===== src/rtl/hazard_stall_ctrl_if.sv =====
// Hazard/stall control bundle between the pipeline datapath and the controller.
// The datapath side (master) supplies hazard information; the controller side
// (slave) returns the per-register stall/flush strobes and status.
interface hazard_stall_ctrl_if #(
    parameter int CNT_W = 16
);
    // Hazard information from the pipeline registers
    logic [4:0]       IF_ID_Rs1;
    logic [4:0]       IF_ID_Rs2;
    logic             IF_ID_UseRs1;
    logic             IF_ID_UseRs2;
    logic             IF_ID_Halt;
    logic [4:0]       ID_EX_Rd;
    logic             ID_EX_MemRead;
    logic             EX_Redirect;
    logic             EX_MEM_MemReq;
    logic             DMem_Ready;

    // Pipeline control strobes and status
    logic             PC_Stall;
    logic             IF_ID_Stall;
    logic             IF_ID_Flush;
    logic             ID_EX_Stall;
    logic             ID_EX_Flush;
    logic             EX_MEM_Stall;
    logic             MEM_WB_Flush;
    logic             Halted;
    logic             Mem_Timeout;
    logic [CNT_W-1:0] Stall_Cnt;

    modport master (
        output IF_ID_Rs1, IF_ID_Rs2, IF_ID_UseRs1, IF_ID_UseRs2, IF_ID_Halt,
               ID_EX_Rd, ID_EX_MemRead, EX_Redirect, EX_MEM_MemReq, DMem_Ready,
        input  PC_Stall, IF_ID_Stall, IF_ID_Flush, ID_EX_Stall, ID_EX_Flush,
               EX_MEM_Stall, MEM_WB_Flush, Halted, Mem_Timeout, Stall_Cnt
    );

    modport slave (
        input  IF_ID_Rs1, IF_ID_Rs2, IF_ID_UseRs1, IF_ID_UseRs2, IF_ID_Halt,
               ID_EX_Rd, ID_EX_MemRead, EX_Redirect, EX_MEM_MemReq, DMem_Ready,
        output PC_Stall, IF_ID_Stall, IF_ID_Flush, ID_EX_Stall, ID_EX_Flush,
               EX_MEM_Stall, MEM_WB_Flush, Halted, Mem_Timeout, Stall_Cnt
    );
endinterface


===== src/rtl/hazard_stall_ctrl.sv =====
// Central stall/flush controller for a 5-stage pipeline: load-use bubbles,
// EX redirect squash, DMem-busy freeze, halt drain, stall counter and a
// sticky DMem timeout flag. Strobes are combinational from state and inputs.
module hazard_stall_ctrl #(
    parameter int DRAIN_CYCLES = 3,
    parameter int MEM_TIMEOUT  = 64,
    parameter int CNT_W        = 16
) (
    input  logic                clk,
    input  logic                rst,
    hazard_stall_ctrl_if.slave  bus
);
    localparam int DW = $clog2(DRAIN_CYCLES + 1);
    localparam int WW = $clog2(MEM_TIMEOUT + 1);

    typedef enum logic [1:0] {RUN, DRAIN, HALTED} state_t;

    state_t           state;
    logic [DW-1:0]    drain_cnt;
    logic [WW-1:0]    wait_cnt;
    logic [CNT_W-1:0] stall_cnt;
    logic             mem_timeout;

    logic mem_wait;
    logic load_use;
    logic pc_stall, if_id_stall, if_id_flush, id_ex_stall, id_ex_flush;
    logic ex_mem_stall, mem_wb_flush;

    assign mem_wait = bus.EX_MEM_MemReq & ~bus.DMem_Ready;
    assign load_use = bus.ID_EX_MemRead & (bus.ID_EX_Rd != 5'd0) &
                      ((bus.IF_ID_UseRs1 & (bus.IF_ID_Rs1 == bus.ID_EX_Rd)) |
                       (bus.IF_ID_UseRs2 & (bus.IF_ID_Rs2 == bus.ID_EX_Rd)));

    // Same-cycle stall/flush strobes from current state and hazard inputs
    always_comb begin
        // NOTE: every output gets a default first so no path leaves one unassigned (no latch).
        pc_stall     = 1'b0;
        if_id_stall  = 1'b0;
        if_id_flush  = 1'b0;
        id_ex_stall  = 1'b0;
        id_ex_flush  = 1'b0;
        ex_mem_stall = 1'b0;
        mem_wb_flush = 1'b0;
        unique case (state)
            RUN: begin
                if (mem_wait) begin
                    // EX is frozen, so a pending redirect is simply re-presented later
                    pc_stall     = 1'b1;
                    if_id_stall  = 1'b1;
                    id_ex_stall  = 1'b1;
                    ex_mem_stall = 1'b1;
                    mem_wb_flush = 1'b1;
                end else if (bus.EX_Redirect) begin
                    // Younger load_use / halt in IF/ID are wrong-path and die here
                    if_id_flush = 1'b1;
                    id_ex_flush = 1'b1;
                end else if (load_use) begin
                    pc_stall    = 1'b1;
                    if_id_stall = 1'b1;
                    id_ex_flush = 1'b1;
                end else if (bus.IF_ID_Halt) begin
                    pc_stall    = 1'b1;
                    if_id_flush = 1'b1;
                end
            end
            DRAIN: begin
                if (mem_wait) begin
                    // A DMem wait freezes the whole drain exactly like a RUN freeze
                    pc_stall     = 1'b1;
                    if_id_stall  = 1'b1;
                    id_ex_stall  = 1'b1;
                    ex_mem_stall = 1'b1;
                    mem_wb_flush = 1'b1;
                end else begin
                    pc_stall    = 1'b1;
                    if_id_flush = 1'b1;
                end
            end
            HALTED: begin
                pc_stall     = 1'b1;
                if_id_stall  = 1'b1;
                id_ex_stall  = 1'b1;
                ex_mem_stall = 1'b1;
                mem_wb_flush = 1'b1;
            end
            default: ;
        endcase
    end

    // FSM, drain/wait counters, stall counter and sticky timeout flag
    always_ff @(posedge clk or posedge rst) begin
        if (rst) begin
            state       <= RUN;
            drain_cnt   <= '0;
            wait_cnt    <= '0;
            stall_cnt   <= '0;
            mem_timeout <= 1'b0;
        end else begin
            // NOTE: non-blocking assignments so every register samples pre-edge values.
            if (pc_stall && (stall_cnt != {CNT_W{1'b1}}))
                stall_cnt <= stall_cnt + 1'b1;

            if (!mem_wait)
                wait_cnt <= '0;
            else if (wait_cnt != WW'(MEM_TIMEOUT))
                wait_cnt <= wait_cnt + 1'b1;

            // Set on the wait cycle that brings wait_cnt to MEM_TIMEOUT
            if (mem_wait && (wait_cnt >= WW'(MEM_TIMEOUT - 1)))
                mem_timeout <= 1'b1;

            unique case (state)
                RUN: begin
                    if (!mem_wait && !bus.EX_Redirect && !load_use && bus.IF_ID_Halt) begin
                        state     <= DRAIN;
                        drain_cnt <= '0;
                    end
                end
                DRAIN: begin
                    if (!mem_wait) begin
                        if (drain_cnt == DW'(DRAIN_CYCLES - 1))
                            state <= HALTED;
                        else
                            drain_cnt <= drain_cnt + 1'b1;
                    end
                end
                HALTED: ;
                default: state <= RUN;
            endcase
        end
    end

    assign bus.PC_Stall     = pc_stall;
    assign bus.IF_ID_Stall  = if_id_stall;
    assign bus.IF_ID_Flush  = if_id_flush;
    assign bus.ID_EX_Stall  = id_ex_stall;
    assign bus.ID_EX_Flush  = id_ex_flush;
    assign bus.EX_MEM_Stall = ex_mem_stall;
    assign bus.MEM_WB_Flush = mem_wb_flush;
    assign bus.Halted       = (state == HALTED);
    assign bus.Mem_Timeout  = mem_timeout;
    assign bus.Stall_Cnt    = stall_cnt;
endmodule

===== src/flat_wrapper.sv =====
// flat-port wrapper written by rule: the top's interface ports become plain ports
module hazard_stall_ctrl_flat 
#(
    parameter int DRAIN_CYCLES = 3,
    parameter int MEM_TIMEOUT  = 64,
    parameter int CNT_W        = 16
)
  (clk, rst, bus_IF_ID_Rs1, bus_IF_ID_Rs2, bus_IF_ID_UseRs1, bus_IF_ID_UseRs2, bus_IF_ID_Halt, bus_ID_EX_Rd, bus_ID_EX_MemRead, bus_EX_Redirect, bus_EX_MEM_MemReq, bus_DMem_Ready, bus_PC_Stall, bus_IF_ID_Stall, bus_IF_ID_Flush, bus_ID_EX_Stall, bus_ID_EX_Flush, bus_EX_MEM_Stall, bus_MEM_WB_Flush, bus_Halted, bus_Mem_Timeout, bus_Stall_Cnt);
  hazard_stall_ctrl_if #(.CNT_W(CNT_W)) bus_i ();
  input  logic clk;
  input  logic rst;
  input wire logic [$bits(bus_i.IF_ID_Rs1)-1:0] bus_IF_ID_Rs1;
  input wire logic [$bits(bus_i.IF_ID_Rs2)-1:0] bus_IF_ID_Rs2;
  input wire logic [$bits(bus_i.IF_ID_UseRs1)-1:0] bus_IF_ID_UseRs1;
  input wire logic [$bits(bus_i.IF_ID_UseRs2)-1:0] bus_IF_ID_UseRs2;
  input wire logic [$bits(bus_i.IF_ID_Halt)-1:0] bus_IF_ID_Halt;
  input wire logic [$bits(bus_i.ID_EX_Rd)-1:0] bus_ID_EX_Rd;
  input wire logic [$bits(bus_i.ID_EX_MemRead)-1:0] bus_ID_EX_MemRead;
  input wire logic [$bits(bus_i.EX_Redirect)-1:0] bus_EX_Redirect;
  input wire logic [$bits(bus_i.EX_MEM_MemReq)-1:0] bus_EX_MEM_MemReq;
  input wire logic [$bits(bus_i.DMem_Ready)-1:0] bus_DMem_Ready;
  output wire logic [$bits(bus_i.PC_Stall)-1:0] bus_PC_Stall;
  output wire logic [$bits(bus_i.IF_ID_Stall)-1:0] bus_IF_ID_Stall;
  output wire logic [$bits(bus_i.IF_ID_Flush)-1:0] bus_IF_ID_Flush;
  output wire logic [$bits(bus_i.ID_EX_Stall)-1:0] bus_ID_EX_Stall;
  output wire logic [$bits(bus_i.ID_EX_Flush)-1:0] bus_ID_EX_Flush;
  output wire logic [$bits(bus_i.EX_MEM_Stall)-1:0] bus_EX_MEM_Stall;
  output wire logic [$bits(bus_i.MEM_WB_Flush)-1:0] bus_MEM_WB_Flush;
  output wire logic [$bits(bus_i.Halted)-1:0] bus_Halted;
  output wire logic [$bits(bus_i.Mem_Timeout)-1:0] bus_Mem_Timeout;
  output wire logic [$bits(bus_i.Stall_Cnt)-1:0] bus_Stall_Cnt;
  assign bus_i.IF_ID_Rs1 = bus_IF_ID_Rs1;
  assign bus_i.IF_ID_Rs2 = bus_IF_ID_Rs2;
  assign bus_i.IF_ID_UseRs1 = bus_IF_ID_UseRs1;
  assign bus_i.IF_ID_UseRs2 = bus_IF_ID_UseRs2;
  assign bus_i.IF_ID_Halt = bus_IF_ID_Halt;
  assign bus_i.ID_EX_Rd = bus_ID_EX_Rd;
  assign bus_i.ID_EX_MemRead = bus_ID_EX_MemRead;
  assign bus_i.EX_Redirect = bus_EX_Redirect;
  assign bus_i.EX_MEM_MemReq = bus_EX_MEM_MemReq;
  assign bus_i.DMem_Ready = bus_DMem_Ready;
  assign bus_PC_Stall = bus_i.PC_Stall;
  assign bus_IF_ID_Stall = bus_i.IF_ID_Stall;
  assign bus_IF_ID_Flush = bus_i.IF_ID_Flush;
  assign bus_ID_EX_Stall = bus_i.ID_EX_Stall;
  assign bus_ID_EX_Flush = bus_i.ID_EX_Flush;
  assign bus_EX_MEM_Stall = bus_i.EX_MEM_Stall;
  assign bus_MEM_WB_Flush = bus_i.MEM_WB_Flush;
  assign bus_Halted = bus_i.Halted;
  assign bus_Mem_Timeout = bus_i.Mem_Timeout;
  assign bus_Stall_Cnt = bus_i.Stall_Cnt;
  hazard_stall_ctrl #(.DRAIN_CYCLES(DRAIN_CYCLES), .MEM_TIMEOUT(MEM_TIMEOUT), .CNT_W(CNT_W)) u_core (.clk(clk), .rst(rst), .bus(bus_i));
endmodule

===== config.mk =====
export PLATFORM = sky130hd
export DESIGN_NAME = hazard_stall_ctrl_flat
export DESIGN_NICKNAME = d
export VERILOG_FILES = /design/src/rtl/hazard_stall_ctrl_if.sv /design/src/rtl/hazard_stall_ctrl.sv /design/src/flat_wrapper.sv
export SDC_FILE = /design/constraint.sdc
export NUM_CORES = 1
export LEC_CHECK = 0
export CAP_MARGIN = 20
export CORE_MARGIN = 5
export CORE_UTILIZATION = 40
export CTS_BUF_LIST = sky130_fd_sc_hd__clkbuf_8
export DETAILED_ROUTE_END_ITERATION = 10
export GPL_ROUTABILITY_DRIVEN = 0
export PLACE_DENSITY = 0.82
export SYNTH_ARGS = -nofsm -noshare
export SYNTH_HDL_FRONTEND = slang
export SYNTH_SLANG_ARGS = --single-unit
export TNS_END_PERCENT = 50

===== constraint.sdc =====
create_clock -name clk -period 1.8 [get_ports clk]
set_input_delay 0.27 -clock clk [delete_from_list [all_inputs] [get_ports clk]]
set_output_delay 0.27 -clock clk [all_outputs]
set_load 0.005 [all_outputs]

# Word-level counts from Yosys, hierarchy flattened
# Index checks and enable logic that the tools add are counted.
# word_totals
output_inout_bits	25
word_cells	73
ff_bits	28
in_bits	24
# classes
n_reduce_logical	15
bitwise_logic	8
magnitude_cmp	1
muxes	29
addsub	3
eq_ne	12
# op_table
op	count
$add A16 B1 Y16 const B	1
$ne A16 B16 Y1 const B	1
$mux W1	15
$mux W7	2
$mux W2	6
$eq A5 B5 Y1	2
$reduce_and A4 Y1	2
$add A7 B1 Y7 const B	1
$ge A7 B6 Y1 const B	1
$ne A7 B7 Y1 const B	1
$ne A2 B2 Y1 const B	3
$pmux W1 S2	3
$pmux W2 S3	1
$and A1 B1 Y1	5
$logic_and A1 B1 Y1	5
$reduce_bool A5 Y1	1
$eq A2 B2 Y1 const B	2
$ne A2 B1 Y1 const B	2
$pmux W2 S2	1
$reduce_or A2 Y1	2
$logic_not A1 Y1	3
$pmux W1 S3	1
$add A2 B1 Y2 const B	1
$eq A2 B1 Y1 const B	1
4 further kinds	5

# Logic depth before layout (Yosys ltp)
# Gate-level depths: netlist (run 1).
# logic_depth
ltp_word	9
depth_mapped	8
mapped_depth_nobuf	7

# Worst setup path after synthesis (run 1)
# Ideal clock, no wire load.
# synth_timing
path_kind	flip-flop to flip-flop
startpoint	reg u_core.stall_cnt[0] (netlist: u_core.bus.Stall_Cnt[0])
endpoint	reg u_core.stall_cnt[1] (netlist: u_core.bus.Stall_Cnt[1])
arrival_ps	1915
n_path_buf	1
t_required_ps	1672
setup_slack_ps	-242
period_less_slack_ps	2042
path_stages_with_launch	8
setup_ps	128
cell_sequence	dfrtp_1 ha_1 inv_1 nor4_1 a221oi_1 a21oi_4 buf_6 mux2_1
# synth_via
elab_chain_cells	2
elab_cells_between_ends	3
classes_between	add/sub (1); eq/ne (1); reduce/logical (1)
# synth_lines
item	line_no	rtl
start: declaration	hazard_stall_ctrl.sv:21	logic [CNT_W-1:0] stall_cnt;
start signal: assignment	hazard_stall_ctrl.sv:101	stall_cnt <= stall_cnt + 1'b1;
parallel branches: the longest is 2 deep, another holds $add A16 B1 Y16	--	
# Several ways; the timed one is not identified.
# A chain may end at the register's enable or synchronous reset.

# Final worst setup path (run 1)
# layout_timing
startpoint	in bus_ID_EX_Rd[2]
endpoint	out bus_IF_ID_Stall
# layout_via
elab_chain_cells	8
elab_cells_between_ends	12
classes_between	eq/ne (2); mux (4); bitwise (5); reduce/logical (1)
# layout_lines
item	line_no	rtl
start: declaration	flat_wrapper.sv:17	input wire logic [$bits(bus_i.ID_EX_Rd)-1:0] bus_ID_EX_Rd;
$eq A5 B5 Y1 (on tied branches)	hazard_stall_ctrl.sv:31, hazard_stall_ctrl.sv:32	
$and A1 B1 Y1 (on tied branches)	hazard_stall_ctrl.sv:31, hazard_stall_ctrl.sv:32	
$or A1 B1 Y1	hazard_stall_ctrl.sv:31	((bus.IF_ID_UseRs1 & (bus.IF_ID_Rs1 == bus.ID_EX_Rd)) |
$and A1 B1 Y1 *	hazard_stall_ctrl.sv:30	assign load_use = bus.ID_EX_MemRead & (bus.ID_EX_Rd != 5'd0) &
$mux W1 *	hazard_stall_ctrl.sv:57	end else if (load_use) begin
$mux W1 *	hazard_stall_ctrl.sv:53	end else if (bus.EX_Redirect) begin
$mux W1 *	hazard_stall_ctrl.sv:46	if (mem_wait) begin
$pmux W1 S3 *	hazard_stall_ctrl.sv:44	unique case (state)
end: declaration	flat_wrapper.sv:23	output wire logic [$bits(bus_i.IF_ID_Stall)-1:0] bus_IF_ID_Stall;
# Every way passes the cells marked *; elsewhere a longest branch is shown, timed or not.

==> reports/summary.txt, run 1 <==
Status = finished with violations
Failing checks = setup timing
Part of the Yosys area used for sequential elements = 39.02%
Die area = 5928 µm²
Post-Syn Instances = 190
WP buf/inv = 2
DRT Pass-1 Iters = 4
Critical-path top delay cell = or4_4
Vias in the first global route = 1798
Clock Latency Late Sink = 0.28 ns
Num CTS Buffers = 3
Global Route Usage Sum = 16.60%
Hpwl dp = 3615 µm
Avg WL per Cell = 15.31 µm
Ratio of cells with drive above 1 in the final layout = 43.39%
Avg Inst Size Synth = 9.450 µm²
Most frequent cells in the layout = buf_4 (50), dfrtp_1 (26), clkdlybuf4s50_1 (25)
Maximum fanout along the worst path = 4
Most common cell after layout, fill and taps aside = buf_4
Ys async rst share = 100.0%
Max Clock Skew = 0.003545 ns
Crit path max-delay family = simple AND/OR/NAND/NOR gates
Startpoint Class = primary input
Final Cycle Share = 107.9%
Bufs on Longest Clock Path = 2
Main synth FF type = dfrtp_1
Post-DR vias/cell = 5.216
Final Non-Filler Cells = 347
Clk slew on worst S/H paths = 0.09 ns
Final Hold Vio Count = 0
Worst slew pin tran = 0.5259 ns
Crit path cell chain = buf_6 -> or4_4 -> o21a_4 -> nand2_4 -> nor2_2 -> o31a_1 -> buf_2
Crit. End Element = output pin
Ys Warns = 0
FP Rows = 24
Data required, critical path = 1.53 ns
Worst path max stage delay = 0.54 ns
Remaining DRCs = 0
Endpoints failing setup = 17
Nets = 328
Largest net degree at the start of global routing = 29
FF+latch count, synth = 28
Core Area = 4354 µm²
Final Slew Violations = 0
DR iter-0 viols = 42
Die W = 77.00 µm
Global-route wire length before repair = 8245 µm
Post-Syn Nets = 222
Dpl cells = 332
RSZ-0062 raised after global routing = yes
Via count = 1810
Die height = 77.00 µm
Number of synthesized flops with an enable pin = 0
Initial core utilization = 41.24%
TritonCTS clock tree = built
Layout area overhead = 72.61%
Dpl ws = -0.8774 ns
Synth unique cells = 40
Leakage power = 0.001339 µW
Synthesized cell area = 1795 µm²
CTS Hold Bufs = 0
Worst VDD drop = 0.7056 mV
Fillers = 317
I/O Buffers = 48
I/O pins = 49
Root Buffer Master = clkbuf_8
CP Data Arrival Time = 1.67 ns
Max Fclk = 514.9 MHz
Hold WC Path Type = in -> async
GRT overflow = 0
Final min period = 1.942 ns
CTS H-Tree Depth = 1
Initial antenna violation count = 0
Final worst setup slack = -0.1421 ns
Sink Count = 28
DRT antenna net count = 0
Max-slew headroom = 64.84%
Crit path kind = in -> out
PD cells = 1067 nW/µm²
Ant. Diodes = 0
Max_cap viols = 0
Routed WL = 5314 µm
final timing paths:
check	from	endpoint	slack, ns	depth (start not counted)
worst max register to register	u_core.bus.Stall_Cnt[8]	u_core.bus.Stall_Cnt[9]	-0.11	8
min in group clk	u_core.bus.Mem_Timeout	u_core.bus.Mem_Timeout	0.48	1
max in group asynchronous	rst	u_core.bus.Stall_Cnt[1]	1.16	3
worst min register to register	u_core.bus.Mem_Timeout	u_core.bus.Mem_Timeout	0.48	1
worst max-delay path	bus_ID_EX_Rd[2]	bus_IF_ID_Stall	-0.14	7
worst min-delay path	rst	u_core.bus.Stall_Cnt[4]	0.35	3
synth_stat cells (2+ instances only):
| cell | count | share of area [%] |
|---|---|---|
| nor4_1 | 2 | 0.70 |
| mux2_1 | 2 | 1.3 |
| nor2_1 | 18 | 3.8 |
| nor2b_1 | 2 | 0.70 |
| nand2b_1 | 4 | 1.4 |
| nand4_1 | 4 | 1.4 |
| inv_1 | 11 | 2.3 |
| ha_1 | 8 | 5.6 |
| nor3_2 | 2 | 1.1 |
| a21oi_4 | 2 | 1.8 |
| nand2_1 | 17 | 3.6 |
| o21ai_0 | 5 | 1.4 |
| and4_4 | 2 | 1.3 |
| mux2i_1 | 3 | 1.7 |
| a221oi_1 | 3 | 1.5 |
| nor3_1 | 5 | 1.4 |
| or3_1 | 3 | 1.0 |
| a21oi_1 | 11 | 3.1 |
| xor2_1 | 13 | 6.3 |
| buf_4 | 2 | 0.84 |
| dfrtp_1 | 28 | 39 |
| nand3_1 | 11 | 3.1 |
| and2_1 | 2 | 0.70 |
| xnor2_1 | 14 | 6.8 |
area by class of cell:
type | count | area [µm²] | share of cell area, %
multi-input cells | 147 | 1331 | 42.96
repair buffers | 105 | 910.9 | 29.39
flip-flops and latches | 28 | 703.2 | 22.69
well taps | 52 | 65.06 | 2.099
inverters | 11 | 43.79 | 1.413
clock buffers | 3 | 41.29 | 1.332
clock inverters | 1 | 3.754 | 0.1211
state kept, by name, summed over array words and instances, names as in the netlist:
name and flops:
u_core.drain_cnt 2, u_core.wait_cnt 7, u_core.bus.Mem_Timeout 1, u_core.state 2, u_core.bus.Stall_Cnt 16
where the power goes:
part | switching, µW | internal, µW | total (µW) | leakage (µW)
clock network | 198 | 154 | 351 | 0.0000269
logic | 966 | 1120 | 2090 | 0.000983
registers | 106 | 763 | 869 | 0.000330
cell families (layout without fill, tap and decap cells):
logic type | Yosys count | count (layout) | share of synthesized area (%)
compound gates | 31 | 31 | 12.89
xor+xnor | 27 | 27 | 13.17
fa+ha+maj | 8 | 8 | 5.575
buf+inv | 15 | 120 | 3.972
flops | 28 | 28 | 39.02
mux | 6 | 6 | 3.554
simple gates | 75 | 75 | 21.81
worst reg2reg max path: stages (launching register included):
cell and delay (ns):
dfrtp_1 0.41, and4_4 0.20, and4_4 0.21, a2111oi_4 0.34
a21oi_4 0.14, buf_12 0.16, buf_4 0.13, nor3_4 0.11
xor2_1 0.15
through the flow:
stage | cell area, µm² | power, µW | util (%) | hold slack, ns | setup TNS [ns]
2_1_floorplan | 1887 | 1702 | - | 0.3353 | -0.03114
4_1_cts | 2932 | 3050 | 67.33 | 0.3684 | -1.001
6_report | 3099 | 3306 | 71.18 | 0.3489 | -0.8749
5_1_grt | 3099 | 3512 | 71.18 | 0.4006 | -2.333
3_3_place_gp | 2760 | 2531 | 63.39 | 0.4510 | -11.34
3_5_place_dp | 2760 | 2585 | 63.39 | 0.4611 | -12.25
layer usage:
layer | GRT usage (%) | routed length (µm) | part of all wire [%] | vias to the layer above
met4 | 3.780 | 84 | 1.6 | 0
li1 | - | - | - | 871
met2 | 28.95 | 2858 | 54 | 45
met5 | 0 | 0 | 0 | -
met3 | 3.981 | 231 | 4.3 | 9
met1 | 20.68 | 2140 | 40 | 885
timing repair:
action / in CTS / in global routing
gates cloned: 0 / 1
endpoints found under the setup margin: 28 / 25
gates resized for setup: 83 / 30
pin swaps: 26 / 16
buffers inserted: 7 / 4
(Power assumes the default switching activity.)
==> run 2, diff against run 1 <==
--- a/config.mk
+++ b/config.mk
@@ -7,11 +7,11 @@
 export LEC_CHECK = 0
 export CAP_MARGIN = 20
 export CORE_MARGIN = 5
-export CORE_UTILIZATION = 40
+export CORE_UTILIZATION = 35
 export CTS_BUF_LIST = sky130_fd_sc_hd__clkbuf_8
 export DETAILED_ROUTE_END_ITERATION = 10
 export GPL_ROUTABILITY_DRIVEN = 0
-export PLACE_DENSITY = 0.82
+export PLACE_DENSITY = 0.75
 export SYNTH_ARGS = -nofsm -noshare
 export SYNTH_HDL_FRONTEND = slang
 export SYNTH_SLANG_ARGS = --single-unit
==> reports/summary.txt, run 2 (same netlist as run 1, synthesis figures left out) <==
Hold WC Path Type = in -> async
Root Buffer Master = clkbuf_8
Largest net degree at the start of global routing = 16
Worst slew pin tran = 0.3252 ns
Nets = 323
Max Clock Skew = 0.003194 ns
Final Cycle Share = 104.2%
Most common cell after layout, fill and taps aside = buf_4
Max reg flops = 16
Bufs on Longest Clock Path = 2
Final core occ = 60.40%
Final Slew Violations = 0
Max-slew headroom = 78.16%
Switching share of total power = 37.41%
Final worst setup slack = -0.07597 ns
DRT Pass-1 Iters = 4
R2R setup slack = -0.05 ns
Endpoints failing setup = 9
Crit path cell chain = buf_6 -> or4_4 -> o21a_4 -> nand2_4 -> nor2_2 -> o31a_1 -> buf_2
Clk slew on worst S/H paths = 0.09 ns
NetSw = 1188 µW
Routed WL = 4715 µm
Global-route wire length before repair = 7852 µm
RSZ-0062 raised after global routing = yes
Combinational fraction of design power = 60.6%
GRT overflow = 0
Most frequent cells in the layout = buf_4 (44), dfrtp_1 (26), clkdlybuf4s50_1 (24)
Final instance area = 3045 µm²
Final Hold Vio Count = 0
Leakage power = 0.001305 µW
Layout area overhead = 69.62%
Num CTS Buffers = 3
I/O pins = 49
Crit. End Element = output pin
Die height = 81.63 µm
R2R cell count = 6
Ant. Diodes = 0
Core Area = 5042 µm²
Reg power frac = 27.4%
R2R Path Start = u_core.bus.Stall_Cnt[2]
Data required, critical path = 1.53 ns
DRT antenna net count = 0
Power Internal = 1987 µW
Die W = 81.63 µm
Remaining DRCs = 0
Ratio of cells with drive above 1 in the final layout = 41.38%
Placed Area = 2793 µm²
Final min period = 1.876 ns
Worst VDD drop = 0.5882 mV
Via count = 1701
Worst path max stage delay = 0.53 ns
FP Rows = 26
Vias in the first global route = 1721
Maximum fanout along the worst path = 3
Hpwl dp = 3626 µm
CTS H-Tree Depth = 1
RR Endpoint = u_core.bus.Stall_Cnt[12]
Startpoint Class = primary input
Die area = 6663 µm²
Clock Latency Late Sink = 0.27 ns
CP Data Arrival Time = 1.61 ns
DR iter-0 viols = 51
Clk pwr share = 12.0%
Initial core utilization = 35.61%
I/O Buffers = 48
TritonCTS clock tree = built
PD cells = 1043 nW/µm²
Status = finished with violations
Critical-path top delay cell = or4_4
Initial antenna violation count = 0
Crit path kind = in -> out
Max_cap viols = 0
Max Fclk = 533.1 MHz
Failing checks = setup timing
Sink Count = 28
Avg WL per Cell = 13.10 µm
Global Route Usage Sum = 14.81%
Post-DR vias/cell = 4.725
-- run 2: cell types whose count changed in the layout (fill, tap and decap cells not counted), moves of 2 or more --
| cell | previous run | this run |
|---|---|---|
| a221oi_2 | 3 | 1 |
| inv_1 | 9 | 7 |
| xnor2_2 | 4 | 7 |
| buf_12 | 2 | 0 |
| buf_2 | 7 | 9 |
| xnor2_1 | 9 | 7 |
| buf_4 | 50 | 44 |
| buf_6 | 6 | 10 |
| clkdlybuf4s15_1 | 1 | 5 |
| clkbuf_2 | 4 | 0 |
| nor2_1 | 13 | 17 |
| a221oi_1 | 0 | 2 |
| nor2_2 | 4 | 1 |
-- run 2: area by class of cell --
class	count	area [µm²]
tap	70	87.58
timing repair buffer	100	850.8
sequential	28	703.2
fill	417	1997
inverter	11	46.29
clock buffer	4	55.05
multi-input combinational	147	1303
-- run 2: worst max-delay path: cells and delay by family --
family                 cells  cell delay [ns]
AOI/OAI and AO/OA          2             0.47
buffers and inverters      2             0.22
and+or+nand+nor            3             0.64
-- run 2: how the worst max path moves through the flow --
| stage | endpoint | slack [ns] | start |
|---|---|---|---|
| CTS | bus_IF_ID_Stall | -0.13 | bus_ID_EX_Rd[3] |
| floorplan | u_core.bus.Stall_Cnt[1] | -0.03 | bus_ID_EX_Rd[0] |
| global placement | bus_IF_ID_Flush | -0.81 | bus_ID_EX_Rd[0] |
| detailed placement | bus_IF_ID_Flush | -0.83 | bus_ID_EX_Rd[2] |
| global route | u_core.bus.Stall_Cnt[12] | -0.12 | u_core.bus.Stall_Cnt[4] |
| finish | bus_IF_ID_Stall | -0.08 | bus_ID_EX_Rd[3] |
-- run 2: power groups by stage --
stage / sequential [µW] / combinational (µW) / clock [µW]
2_1_floorplan: 926 / 777 / 0
6_report: 870 / 1930 / 380
3_5_place_dp: 869 / 1690 / 0
5_1_grt: 890 / 2080 / 434
3_3_place_gp: 860 / 1660 / 0
4_1_cts: 870 / 1790 / 396
-- run 2: per-layer routing --
layer | global-route usage [%] | vias to the layer above | share of wire (%)
li1 | - | 868 | -
met3 | 2.303 | 2 | 2.1
met2 | 26.95 | 21 | 54
met5 | 0 | - | 0
met4 | 1.661 | 0 | 0.28
met1 | 19.03 | 810 | 43
-- run 2: what timing repair did --
item                       CTS  global route
buffers inserted             3             1
pin swaps                   33            26
setup endpoints to repair   28            21
gates resized for setup     99            18
hold buffers                 0             0
-- run 2: per-stage QoR --
stage	worst slack (ns)	setup TNS [ns]	hold slack (ns)	cells	total power, µW
after floorplan	-0.03114	-0.03114	0.3353	190	1702
after global placement	-0.8133	-13.00	0.4549	353	2520
after detailed placement	-0.8255	-13.15	0.4551	353	2557
after CTS	-0.1279	-0.4072	0.2219	360	3058
after global routing	-0.1214	-1.637	0.2588	360	3406
final	-0.07597	-0.2502	0.2136	360	3175
